**config.mk**
```make
export PLATFORM = sky130hd
export DESIGN_NAME = rx_frame_sampler_flat
export DESIGN_NICKNAME = d
export VERILOG_FILES = /design/src/rtl/rx_frame_sampler_if.sv /design/src/rtl/rx_frame_sampler.sv /design/src/flat_wrapper.sv
export SDC_FILE = /design/constraint.sdc
export NUM_CORES = 1
export LEC_CHECK = 0
export BUFFER_PORTS_ARGS = -buffer_cell sky130_fd_sc_hd__buf_2
export CORE_MARGIN = 4
export CORE_UTILIZATION = 55
export DETAILED_ROUTE_END_ITERATION = 10
export PLACE_DENSITY = 0.81
export SETUP_SLACK_MARGIN = 0.02
export SYNTH_ARGS = -nofsm -noshare
export SYNTH_HDL_FRONTEND = slang
export SYNTH_SLANG_ARGS = --single-unit
```
**constraint.sdc**
```tcl
create_clock -name baud_clk -period 2.81 [get_ports baud_clk]
set_input_delay 0.281 -clock baud_clk [delete_from_list [all_inputs] [get_ports baud_clk]]
set_output_delay 0.281 -clock baud_clk [all_outputs]
set_load 0.005 [all_outputs]
```
**src/rtl/rx_frame_sampler_if.sv**
```systemverilog
//------------------------------------------------------------------------------
// Module      : rx_frame_sampler_if
// Description : Serial line and received-frame status bundle for rx_frame_sampler.
// Revision    : 1.0 - initial release
//------------------------------------------------------------------------------
`default_nettype none

interface rx_frame_sampler_if;
    logic       rx_in;
    logic       detected;
    logic [7:0] data_out;
    logic       data_valid;
    logic       frame_error;
    logic       parity_error;
    logic       busy;

    modport master (
        output rx_in,
        output detected,
        input  data_out,
        input  data_valid,
        input  frame_error,
        input  parity_error,
        input  busy
    );

    modport slave (
        input  rx_in,
        input  detected,
        output data_out,
        output data_valid,
        output frame_error,
        output parity_error,
        output busy
    );
endinterface

`default_nettype wire

```
**src/rtl/rx_frame_sampler.sv**
```systemverilog
//------------------------------------------------------------------------------
// Module      : rx_frame_sampler
// Description : UART frame sampler; samples data/parity/stop bits at bit-period
//               boundaries after a qualified start. Optional macro: RX_PARITY_EN.
// Revision    : 1.0 - initial release
//------------------------------------------------------------------------------
`default_nettype none

module rx_frame_sampler #(
    parameter int OVERSAMPLE = 16,
    parameter int DATA_BITS  = 8
) (
    input  logic               baud_clk,
    input  logic               rst,
    rx_frame_sampler_if.slave  bus
);

    localparam int                TICK_W   = $clog2(OVERSAMPLE);
    localparam logic [TICK_W-1:0] TICK_MAX = TICK_W'(OVERSAMPLE - 1);
    localparam logic [2:0]        LAST_BIT = 3'(DATA_BITS - 1);

    typedef enum logic [1:0] {
        IDLE   = 2'd0,
        DATA   = 2'd1,
`ifdef RX_PARITY_EN
        PARITY = 2'd2,
`endif
        STOP   = 2'd3
    } state_t;

    state_t            state;
    logic              detected_q;
    logic [TICK_W-1:0] tick;
    logic [2:0]        bit_idx;
    logic [7:0]        shift;
    logic [7:0]        data_reg;
    logic              valid_reg;
    logic              ferr_reg;
    logic              busy_reg;
`ifdef RX_PARITY_EN
    logic              par_bit;
    logic              perr_reg;
`endif

    always_ff @(posedge baud_clk) begin
        if (rst) begin
            state      <= IDLE;
            detected_q <= 1'b0;
            tick       <= '0;
            bit_idx    <= '0;
            shift      <= '0;
            data_reg   <= '0;
            valid_reg  <= 1'b0;
            ferr_reg   <= 1'b0;
            busy_reg   <= 1'b0;
`ifdef RX_PARITY_EN
            par_bit    <= 1'b0;
            perr_reg   <= 1'b0;
`endif
        end else begin
            detected_q <= bus.detected;
            valid_reg  <= 1'b0;
            ferr_reg   <= 1'b0;
`ifdef RX_PARITY_EN
            perr_reg   <= 1'b0;
`endif
            case (state)
                IDLE: begin
                    // Only a fresh rising edge starts a frame; a held-high
                    // qualifier (line break) cannot retrigger.
                    if (bus.detected && !detected_q) begin
                        state    <= DATA;
                        tick     <= '0;
                        bit_idx  <= '0;
                        busy_reg <= 1'b1;
                    end
                end
                default: begin
                    if (tick == TICK_MAX) begin
                        tick <= '0;
                        case (state)
                            DATA: begin
                                shift[bit_idx] <= bus.rx_in;
                                if (bit_idx == LAST_BIT) begin
`ifdef RX_PARITY_EN
                                    state <= PARITY;
`else
                                    state <= STOP;
`endif
                                end else begin
                                    bit_idx <= bit_idx + 3'd1;
                                end
                            end
`ifdef RX_PARITY_EN
                            PARITY: begin
                                par_bit <= bus.rx_in;
                                state   <= STOP;
                            end
`endif
                            STOP: begin
                                state    <= IDLE;
                                busy_reg <= 1'b0;
                                if (bus.rx_in) begin
                                    data_reg  <= shift;
                                    valid_reg <= 1'b1;
`ifdef RX_PARITY_EN
                                    // Unused upper shift bits stay zero, so even parity
                                    // over the whole register is exact.
                                    perr_reg  <= ^{shift, par_bit};
`endif
                                end else begin
                                    ferr_reg <= 1'b1;
                                end
                            end
                            default: begin
                                state    <= IDLE;
                                busy_reg <= 1'b0;
                            end
                        endcase
                    end else begin
                        tick <= tick + TICK_W'(1);
                    end
                end
            endcase
        end
    end

    assign bus.data_out    = data_reg;
    assign bus.data_valid  = valid_reg;
    assign bus.frame_error = ferr_reg;
    assign bus.busy        = busy_reg;
`ifdef RX_PARITY_EN
    assign bus.parity_error = perr_reg;
`else
    assign bus.parity_error = 1'b0;
`endif

endmodule

`default_nettype wire
```
**src/flat_wrapper.sv**
```systemverilog
// flat-port wrapper written by rule: the top's interface ports become plain ports
module rx_frame_sampler_flat 
#(
    parameter int OVERSAMPLE = 16,
    parameter int DATA_BITS  = 8
)
  (baud_clk, rst, bus_rx_in, bus_detected, bus_data_out, bus_data_valid, bus_frame_error, bus_parity_error, bus_busy);
  rx_frame_sampler_if bus_i ();
  input  logic baud_clk;
  input  logic rst;
  input wire logic [$bits(bus_i.rx_in)-1:0] bus_rx_in;
  input wire logic [$bits(bus_i.detected)-1:0] bus_detected;
  output wire logic [$bits(bus_i.data_out)-1:0] bus_data_out;
  output wire logic [$bits(bus_i.data_valid)-1:0] bus_data_valid;
  output wire logic [$bits(bus_i.frame_error)-1:0] bus_frame_error;
  output wire logic [$bits(bus_i.parity_error)-1:0] bus_parity_error;
  output wire logic [$bits(bus_i.busy)-1:0] bus_busy;
  assign bus_i.rx_in = bus_rx_in;
  assign bus_i.detected = bus_detected;
  assign bus_data_out = bus_i.data_out;
  assign bus_data_valid = bus_i.data_valid;
  assign bus_frame_error = bus_i.frame_error;
  assign bus_parity_error = bus_i.parity_error;
  assign bus_busy = bus_i.busy;
  rx_frame_sampler #(.OVERSAMPLE(OVERSAMPLE), .DATA_BITS(DATA_BITS)) u_core (.baud_clk(baud_clk), .rst(rst), .bus(bus_i));
endmodule
```
Word-level counts from Yosys, hierarchy flattened

Index checks and enable logic that the tools add are counted.

Input port bits: 4
Bits in registers: 29
Logic and storage cells: 58

Equal/unequal tests: 8
Magnitude comparators: 2
Bitwise logic cells: 3
Reductions and logical operators: 12
Add/sub/neg operators: 2
Multiplexer cells: 22

Operator list:

| kind                                                                                 | count |
|---|---|
| 3-bit two-way mux                                                                    | 5 |
| 4-bit two-way mux                                                                    | 3 |
| 2-bit two-way mux                                                                    | 5 |
| 3-bit AND reduction                                                                  | 3 |
| 8-bit bitwise mux                                                                    | 1 |
| 4-bit AND reduction                                                                  | 2 |
| 1-bit two-way mux                                                                    | 7 |
| 4-bit by 1-bit adder with 4-bit output (second input constant)                       | 1 |
| 4-bit == test (second input constant)                                                | 1 |
| 3-bit by 4-bit < comparator with 1-bit output (second input constant)                | 1 |
| 2-bit by 1-bit != test with 1-bit output (second input constant)                     | 2 |
| 2-bit nonzero test                                                                   | 2 |
| 4-bit OR reduction                                                                   | 1 |
| 3-bit by 1-bit adder with 3-bit output (second input constant)                       | 1 |
| 1-bit demux with 3-bit select                                                        | 1 |
| 3-bit == test (second input constant)                                                | 1 |
| 3-bit by 1-bit greater-or-equal comparator with 1-bit output (second input constant) | 1 |
| 3-bit by 1-bit != test with 1-bit output (second input constant)                     | 1 |
| 1-bit NOT                                                                            | 3 |
| 2-bit by 1-bit == test with 1-bit output (second input constant)                     | 1 |
| 2-bit == test (second input constant)                                                | 1 |
| 1-bit logical AND                                                                    | 2 |
| 2-bit zero test                                                                      | 1 |
| 2-bit != test (second input constant)                                                | 1 |
| 1-bit zero test                                                                      | 1 |

Depth between registers and ports, before layout

Gate-level depths: netlist of run 1.

Depth after elaboration: 5
Depth in mapped cells: 5
Depth with buffers taken out: 5

Least setup slack after synthesis of run 1

Ideal clock, no wire load.

Path kind: flip-flop to flip-flop
Start point: register u_core.bit_idx[0]
End point: register u_core.bit_idx[0]
Period minus slack after synthesis: 1.481 ns
Slack: 1.329 ns
Required time: 2.689 ns
Library setup time: 0.121 ns
Path buffers: 0
Cell stages (with the launch flop): 5
Arrival: 1.360 ns
Cells stage by stage: dfxtp_1 ha_1 ha_1 nor3_2 mux2_2

Word-level cells in the longest chain between the ends: 5
Elaborated cells between the ends (all ways): 8
Those cells by class: 1 x add/sub; 2 x eq/ne; 4 x mux; 1 x reduce/logical

Ends and longest elaborated chain:

| item                                   | RTL line               | RTL |
|---|---|---|
| start, declared                        | rx_frame_sampler.sv:34 | `logic [2:0] bit_idx;` |
| start signal, assigned                 | rx_frame_sampler.sv:91 | `bit_idx <= bit_idx + 3'd1;` |
| 3-bit by 1-bit adder with 3-bit output | rx_frame_sampler.sv:91 |  |
| 3-bit two-way mux                      | rx_frame_sampler.sv:84 | `if (bit_idx == LAST_BIT) begin` |
| 3-bit two-way mux                      | rx_frame_sampler.sv:81 | `case (state)` |
| 3-bit two-way mux                      | rx_frame_sampler.sv:79 | `if (tick == TICK_MAX) begin` |
| 3-bit two-way mux                      | rx_frame_sampler.sv:67 | `case (state)` |

Several ways; a longest one is shown, not always the timed one. The select of a mux whose other input is x is not followed.
A chain may end at the register's enable or synchronous reset.

Worst setup path after layout of run 1

Start point: register u_core.tick[0]
End point: register u_core.bit_idx[0]

Word-level cells in the longest chain between the ends: 3

Ends and longest elaborated chain:

| item                          | RTL line                | RTL |
|---|---|---|
| start, declared               | rx_frame_sampler.sv:33  | `logic [TICK_W-1:0] tick;` |
| start signal, assigned        | rx_frame_sampler.sv:121 | `tick <= tick + TICK_W'(1);` |
| 4-bit == test                 | rx_frame_sampler.sv:79  |  |
| 2-bit nonzero test (no line)  | --                      |  |
| 4-bit AND reduction (no line) | --                      |  |

No other way between the ends.

==> results of run 1 <==
metrics by stage:
step	area, µm²	std cells	util (%)	setup WS (ps)	total power, W
finish	1444	183	64.04	1061	0.0006881
global route	1444	183	64.04	941.9	0.0007254
CTS	1444	183	64.04	1056	0.0007007
detailed placement	1393	175	61.76	1083	0.0004651
global placement	1393	175	61.76	1157	0.0004637
floorplan	1325	141	-	1329	0.0004565
final timing paths:
check,slack [ps],startpoint,depth (start not counted),endpoint
setup reg to reg,1060,u_core.tick[0],4,u_core.bit_idx[0]
hold / removal,140,bus_rx_in,2,u_core.bus.frame_error
setup / recovery,1060,u_core.tick[0],4,u_core.bit_idx[0]
hold reg to reg,480,u_core.shift[4],2,u_core.bus.data_out[4]
Yosys cell counts:
library cell,n
or2_1,1
mux2i_1,8
o21ai_0,4
nor3_2,3
a21oi_1,6
buf_4,1
nor4_1,3
ha_1,3
nand4_1,2
a21o_1,1
nor4b_2,3
o21ai_1,12
inv_1,1
nand4_4,1
conb_1,1
nand2b_1,13
nor2b_1,11
dfxtp_1,29
a31oi_1,1
nor3_1,2
mux2_2,3
clkbuf_1,4
nand2_1,7
nor3b_1,3
nand3b_1,1
or3_1,2
or2_2,2
nor2_1,4
buf_2,3
a311oi_1,1
nand3_1,5
layout make-up:
type,count,share of cell area (%)
Clock buffer,6,2.860
Clock inverter,2,0.6932
Inverter,1,0.2600
Multi-Input combinational cell,103,48.70
Sequential cell,29,40.21
Tap cell,28,2.426
Timing Repair Buffer,14,4.853
cell families after synthesis:
| group | Yosys count | synth area share (%) |
|---|---|---|
| DFF | 29 | 43.82 |
| buffers and inverters | 9 | 3.115 |
| muxes | 11 | 8.593 |
| and+or+nand+nor | 63 | 31.35 |
| other | 1 | 0.2830 |
| adders and majority gates | 3 | 2.833 |
| AOI/OAI and AO/OA | 25 | 10.01 |
where the power goes:
part           switching, W  leakage (nW)  internal (W)
Combinational     0.0000205         0.280     0.0000130
Sequential       0.00000599         0.235      0.000416
Clock              0.000138        0.0320     0.0000950
Total              0.000164         0.546      0.000524
routing by layer:
metal	global-route usage [%]	up-vias
met5	0	-
met4	7.947	0
met3	7.692	5
li1	-	521
met1	19.28	478
met2	26.43	18
==> results.yml, run 1 <==
synthesis:
  synth_area_leaders: "dfxtp_1 44%, nand2b_1 6.1%, mux2i_1 6.0%"
  synth_seq_cells: 29
  syn_inst: 141
  syn_avg_cell_area_um2: 9.397
  ys_types: 31
  yosysTopAreaCellShare_pct: 43.81
  synth_area_mm2: 0.001325
  mappedNetlistNets: 148
  ys_seq_area_share_pct: 43.81
  synth_top_area_cell: "dfxtp_1"
  ys_warn_count: 0
detailed_routing:
  drt-initial-drc-count: 16
  wl_met2_mm: 1.139
  route.detailed.wl_per_inst_um: 13.30
  m1WireLength_mm: 1.119
  highest_layer: "met4"
  ant_nets: 0
  drc_errors: 0
  firstDrtPassIters: 4
  via_per_inst: 5.585
  drt_wl_total_mm: 2.434
  via_count: 1022
  dr_wl_met3_um: 129
finish:
  seqCellArea_um2: 580.6
  syn_to_final_growth_pct: 8.970
  final_cell_mix: "29 x dfxtp_1, 14 x buf_2, 13 x nand2b_1, 12 x o21ai_1, 11 x nor2b_1"
  diodes: 0
  fill_cells: 204
  drive_gt1_share_pct: 21.29
  layout.cells.most_common: "dfxtp_1"
  multi_input_area_um2: 703.2
  nets: 161
power:
  leakage_nw: 0.5462
  ir_worst_vdd_mv: 0.3089
  powerDensity_mw_per_mm2: 476.6
timing:
  hold_viol: 0
  rsz0062_at_grt: "no"
  maxSlewViolCount: 0
  max_freq_mhz: 571.8
  holdWs_ps: 144.4
  finClkSkew_ps: 13.12
  setup_tns_ps: 0
  period_needed_ps: 1749
  setup_viol: 0
  period_share_pct: 62.24
  worst_slew_pin_slew_ps: 514.8
  slew_headroom_pct: 65.68
die:
  die_h_um: 57.08
  die_area_mm2: 0.003258
  initial_core_util_pct: 58.77
  io_pins: 16
  core_mm2: 0.002255
  fp.dieW_um: 57.08
  placementRows: 17
status:
  status: "finished clean"
clocking:
  cts-hold-fix-buffers: 0
  post_cts_buffers: 0
  cts_made_buffers: 5
  post_cts_resized: 0
  clk_latency_ps: 330
  clockBufferDepth: 2
  cts-root-buf: "clkbuf_4"
  clk_pin_slew_ps: 90
  cts_tree: "built"
  cts_sinks: 29
  cts.htree.levels: 2
setup_path:
  cp.required_ps: 3030
  crit_chain: "ha_1 -> nand4_4 -> nor3_2 -> mux2_2"
  slowest_delay_ps: 380
  worst-path-buf-inv: 0
  cpMaxStageDelayCell: "dfxtp_1"
  worstSetupEndpointType: "flop"
  path_max_fanout: 18
  path_delay_family: "simple AND/OR/NAND/NOR gates"
  cp-start-kind: "flop"
  crit_type: "reg -> reg"
  cp.arrival_ps: 1970
grt:
  grt_usage_pct: 16.77
  grt_first_pass_wirelength_mm: 4.202
  grt_pass1_vias: 989
  grt_max_degree: 34
  antenna_found_initial: 0
  grt-ovfl-total: 0
place:
  place.gp.congestion: 0.7608
  dp_hpwl_mm: 1.723
  portBuffers: 14
hold_path:
  min_path_type: "in -> reg"
run:
  cap_violations: 0
(Power assumes the default switching activity.)
==> run 2, diff against run 1 <==
--- a/config.mk
+++ b/config.mk
@@ -7,9 +7,9 @@
 export LEC_CHECK = 0
 export BUFFER_PORTS_ARGS = -buffer_cell sky130_fd_sc_hd__buf_2
 export CORE_MARGIN = 4
-export CORE_UTILIZATION = 55
+export CORE_UTILIZATION = 50
 export DETAILED_ROUTE_END_ITERATION = 10
-export PLACE_DENSITY = 0.81
+export PLACE_DENSITY = 0.78
 export SETUP_SLACK_MARGIN = 0.02
 export SYNTH_ARGS = -nofsm -noshare
 export SYNTH_HDL_FRONTEND = slang
==> constraint.sdc (replaced) <==
create_clock -name baud_clk -period 1.6 [get_ports baud_clk]
set_input_delay 0.16 -clock baud_clk [delete_from_list [all_inputs] [get_ports baud_clk]]
set_output_delay 0.16 -clock baud_clk [all_outputs]
set_load 0.005 [all_outputs]
==> results.yml, run 2 (synthesis results as in run 1) <==
die:
  fp.dieW_um: 59.48
  core_mm2: 0.002500
  die_h_um: 59.48
  placementRows: 18
  initial_core_util_pct: 53.00
  die_area_mm2: 0.003538
  io_pins: 16
timing:
  rsz0062_at_grt: "no"
  worst_slew_pin_slew_ps: 513.4
  setup_viol: 0
  maxSlewViolCount: 0
  period_share_pct: 94.26
  period_needed_ps: 1508
  setup_tns_ps: 0
  holdWs_ps: 27.13
  slew_headroom_pct: 65.77
  max_freq_mhz: 663.1
  hold_viol: 0
  finClkSkew_ps: 13.60
hold_path:
  min_path_type: "in -> reg"
setup_path:
  cpMaxStageDelayCell: "mux2_2"
  critPathMostFrequentCell: "ha_1"
  cp.arrival_ps: 1720
  cp.required_ps: 1810
  crit_chain: "ha_1 -> ha_1 -> nor3_2 -> mux2_2"
  cp-start-kind: "flop"
  path_delay_family: "adder cells"
  worstSetupEndpointType: "flop"
  worst-path-buf-inv: 0
  crit_type: "reg -> reg"
  slowest_delay_ps: 370
  path_max_fanout: 4
place:
  portBuffers: 14
  place.gp.congestion: 0.8351
  dp_hpwl_mm: 1.830
clocking:
  clockBufferDepth: 2
  cts-root-buf: "clkbuf_4"
  post_cts_buffers: 0
  cts_sinks: 29
  clk_pin_slew_ps: 90
  cts_made_buffers: 5
  cts.htree.levels: 2
  cts_tree: "built"
  clk_latency_ps: 330
detailed_routing:
  via_per_inst: 5.443
  route.detailed.wl_per_inst_um: 13.23
  drc_errors: 0
  ant_nets: 0
  dr_wl_met3_um: 153
  highest_layer: "met4"
  m1WireLength_mm: 1.151
  firstDrtPassIters: 4
  drt_wl_total_mm: 2.540
  via_count: 1045
  wl_met2_mm: 1.167
  drt-initial-drc-count: 36
power:
  total_power_w: 0.001310
  leakage_nw: 0.5911
  ir_worst_vdd_mv: 0.7485
  powerDensity_mw_per_mm2: 850.8
grt:
  grt_max_degree: 34
  grt_first_pass_wirelength_mm: 4.367
  antenna_found_initial: 0
  grt_pass1_vias: 989
  grt-ovfl-total: 0
  grt_usage_pct: 17.18
finish:
  nets: 168
  fill_cells: 218
  drive_gt1_share_pct: 28.40
  diodes: 0
  seqCellArea_um2: 581.8
  final_cell_mix: "28 x dfxtp_1, 14 x buf_2, 13 x nand2b_1, 12 x o21ai_1, 11 x nor2b_1"
  syn_to_final_growth_pct: 16.24
  multi_input_area_um2: 720.7
  layout.cells.most_common: "dfxtp_1"
run:
  cap_violations: 0
status:
  status: "finished clean"
-- run 2: cell count changes in the layout (fill, tap and decap cells not counted), moves of 2 or more --
cell,before,now
buf_4,0,6
clkbuf_8,0,2
nor4_1,3,1
nor4_2,0,2
-- run 2: area by class of cell --
| cell class | count | share of cell area, % |
|---|---|---|
| multi-input combinational | 103 | 46.79 |
| timing repair buffer | 21 | 8.205 |
| clock inverter | 1 | 0.3249 |
| sequential | 29 | 37.77 |
| inverter | 1 | 0.2437 |
| clock buffer | 7 | 4.224 |
| tap | 30 | 2.437 |
-- run 2: per-layer routing --
metal,vias to the layer above,global-route usage (%)
li1,533,-
met2,26,27.30
met1,478,19.41
met5,-,0
met3,8,6.536
met4,0,10.03
-- run 2: final timing paths --
kind	slack, ps	from	endpoint	depth (start not counted)
max	90	u_core.bit_idx[1]	u_core.bit_idx[0]	4
min	30	bus_rx_in	u_core.bus.frame_error	2
max reg2reg	90	u_core.bit_idx[1]	u_core.bit_idx[0]	4
min reg2reg	480	u_core.shift[4]	u_core.bus.data_out[4]	2
-- run 2: repair_timing --
item | in CTS | in global routing
gates resized for setup | 5 | 1
hold buffers | 0 | 0
setup endpoints to repair | 8 | 2
-- run 2: stage by stage --
stage	std cells	area, µm²	setup slack, ps	utilization (%)
2_1_floorplan	141	1325	118.9	-
3_3_place_gp	184	1448	82.54	57.91
3_5_place_dp	184	1448	8.721	57.91
4_1_cts	192	1536	55.68	61.46
5_1_grt	192	1540	41.92	61.61
6_report	192	1540	91.83	61.61
-- run 2: power by group --
part           internal (W)  leakage, nW  switching, W
Sequential         0.000731        0.235     0.0000113
Combinational     0.0000237        0.315     0.0000386
Clock              0.000254       0.0413      0.000252
Total               0.00101        0.591      0.000302
==> run 3, diff against run 2 <==
--- a/config.mk
+++ b/config.mk
@@ -5,11 +5,12 @@
 export SDC_FILE = /design/constraint.sdc
 export NUM_CORES = 1
 export LEC_CHECK = 0
-export BUFFER_PORTS_ARGS = -buffer_cell sky130_fd_sc_hd__buf_2
+export BUFFER_PORTS_ARGS = -buffer_cell sky130_fd_sc_hd__clkbuf_2
 export CORE_MARGIN = 4
-export CORE_UTILIZATION = 50
+export CORE_UTILIZATION = 55
 export DETAILED_ROUTE_END_ITERATION = 10
-export PLACE_DENSITY = 0.78
+export HOLD_SLACK_MARGIN = 0.05
+export PLACE_DENSITY = 0.81
 export SETUP_SLACK_MARGIN = 0.02
 export SYNTH_ARGS = -nofsm -noshare
 export SYNTH_HDL_FRONTEND = slang
==> constraint.sdc (replaced) <==
create_clock -name baud_clk -period 1.9 [get_ports baud_clk]
set_input_delay 0.19 -clock baud_clk [delete_from_list [all_inputs] [get_ports baud_clk]]
set_output_delay 0.19 -clock baud_clk [all_outputs]
set_load 0.005 [all_outputs]
==> results.yml, run 3 (synthesis results as in run 1) <==
grt:
  grt_first_pass_wirelength_mm: 4.043
  grt_usage_pct: 15.97
  grt-ovfl-total: 0
  use_met2_pct: 24.47
  antenna_found_initial: 0
  grt_pass1_vias: 919
  busiest_layer: "met2"
  met1_usage_pct: 20.80
  use_met3_pct: 4.751
  grt_max_degree: 19
detailed_routing:
  drc_errors: 0
  drt_wl_total_mm: 2.447
  drt-initial-drc-count: 13
  ant_nets: 0
  firstDrtPassIters: 4
  route.detailed.wl_per_inst_um: 13.23
  via_count: 1028
  via_per_inst: 5.557
power:
  p_seq_share_pct: 56.7
  pwr-share-comb_pct: 4.7
  p_int_w: 0.0008499
  p_sw_share_pct: 22.74
  powerDensity_mw_per_mm2: 744.4
  ir_worst_vdd_mv: 0.6593
  power_switching_w: 0.0002501
  leakage_nw: 0.5551
  clkPwrFrac_pct: 38.6
place:
  dp_slack_ps: 303.9
  place.gp.congestion: 0.7708
  placedCellCount: 177
  portBuffers: 14
  dp_hpwl_mm: 1.723
clocking:
  clk_latency_ps: 330
  post_cts_resized: 0
  clockBufferDepth: 2
  cts-hold-fix-buffers: 0
  post_cts_buffers: 0
  clk_pin_slew_ps: 90
  cts-root-buf: "clkbuf_4"
  cts_made_buffers: 5
  cts.htree.levels: 2
  cts_tree: "built"
  cts_sinks: 29
finish:
  final_cell_mix: "29 x dfxtp_1, 14 x clkbuf_2, 13 x nand2b_1, 12 x o21ai_1, 11 x nor2b_1"
  fin_cells: 185
  layout.cells.most_common: "dfxtp_1"
  multi_input_area_um2: 703.2
  seqCellArea_um2: 580.6
  fill_cells: 194
  syn_to_final_growth_pct: 11.52
  nets: 163
  drive_gt1_share_pct: 22.93
  diodes: 0
timing:
  rsz0062_at_grt: "no"
  maxSlewViolCount: 0
  finClkSkew_ps: 7.069
  hold_viol: 0
  period_share_pct: 84.84
  setup_viol: 0
  postLayoutSetupSlackWorst_ps: 288.0
  period_needed_ps: 1612
  max_freq_mhz: 620.3
  setup_tns_ps: 0
setup_path:
  reg2reg_depth: 4
  path_max_fanout: 9
  cp.arrival_ps: 1830
  crit_type: "reg -> reg"
  cp.required_ps: 2120
  cpMaxStageDelayCell: "dfxtp_1"
  cp-start-kind: "flop"
  path_delay_family: "adder cells"
  worst-path-buf-inv: 0
  path_depth: 4
  critPathMostFrequentCell: "ha_1"
  slowest_delay_ps: 410
  worstSetupEndpointType: "flop"
  crit_chain: "ha_1 -> ha_1 -> nor3_2 -> mux2_2"
die:
  fp.dieW_um: 57.08
  die_h_um: 57.08
  placementRows: 17
  initial_core_util_pct: 58.77
  io_pins: 16
  die_area_mm2: 0.003258
  core_mm2: 0.002255
hold_path:
  hold_depth: 2
  min_path_type: "in -> reg"
run:
  cap_violations: 0
status:
  status: "finished clean"
[run 3: power by group through the flow]
stage | Combinational, W | Sequential [W] | Clock (W)
final | 0.0000518 | 0.000624 | 0.000424
after global routing | 0.0000583 | 0.000626 | 0.000459
after CTS | 0.0000516 | 0.000624 | 0.000431
after detailed placement | 0.0000516 | 0.000638 | 0
after global placement | 0.0000494 | 0.000638 | 0
after floorplan | 0.0000385 | 0.000637 | 0
[run 3: path summary, 6_finish.rpt]
path	slack, ps	end	startpoint
worst min register to register	480	u_core.bus.data_out[2]	u_core.shift[2]
worst max register to register	290	u_core.bit_idx[0]	u_core.bit_idx[0]
worst min-delay path	70	u_core.bus.frame_error	bus_rx_in
worst max-delay path	290	u_core.bit_idx[0]	u_core.bit_idx[0]
[run 3: final cells by class]
type / count / area share, %
Tap cell: 28 / 2.371
Clock inverter: 1 / 0.3387
Clock buffer: 7 / 4.403
Inverter: 1 / 0.2540
Sequential cell: 29 / 39.29
Multi-Input combinational cell: 103 / 47.59
Timing Repair Buffer: 16 / 5.758
[run 3: through the flow]
step	util (%)	power (W)	hold slack [ps]	instance area (µm²)
after detailed placement	62.43	0.0006898	415.2	1408
after global placement	62.43	0.0006872	411.7	1408
after global routing	65.54	0.001143	75.85	1478
after CTS	65.54	0.001107	58.78	1478
after floorplan	-	0.0006752	268.3	1325
final	65.54	0.001100	69.32	1478
[run 3: routing by layer]
metal / part of all wire [%] / wire length, µm / vias to the layer above
li1: - / - / 526
met1: 47 / 1160 / 471
met2: 46 / 1114 / 26
met3: 5.5 / 135 / 5
met4: 1.5 / 36 / 0
met5: 0 / 0 / -
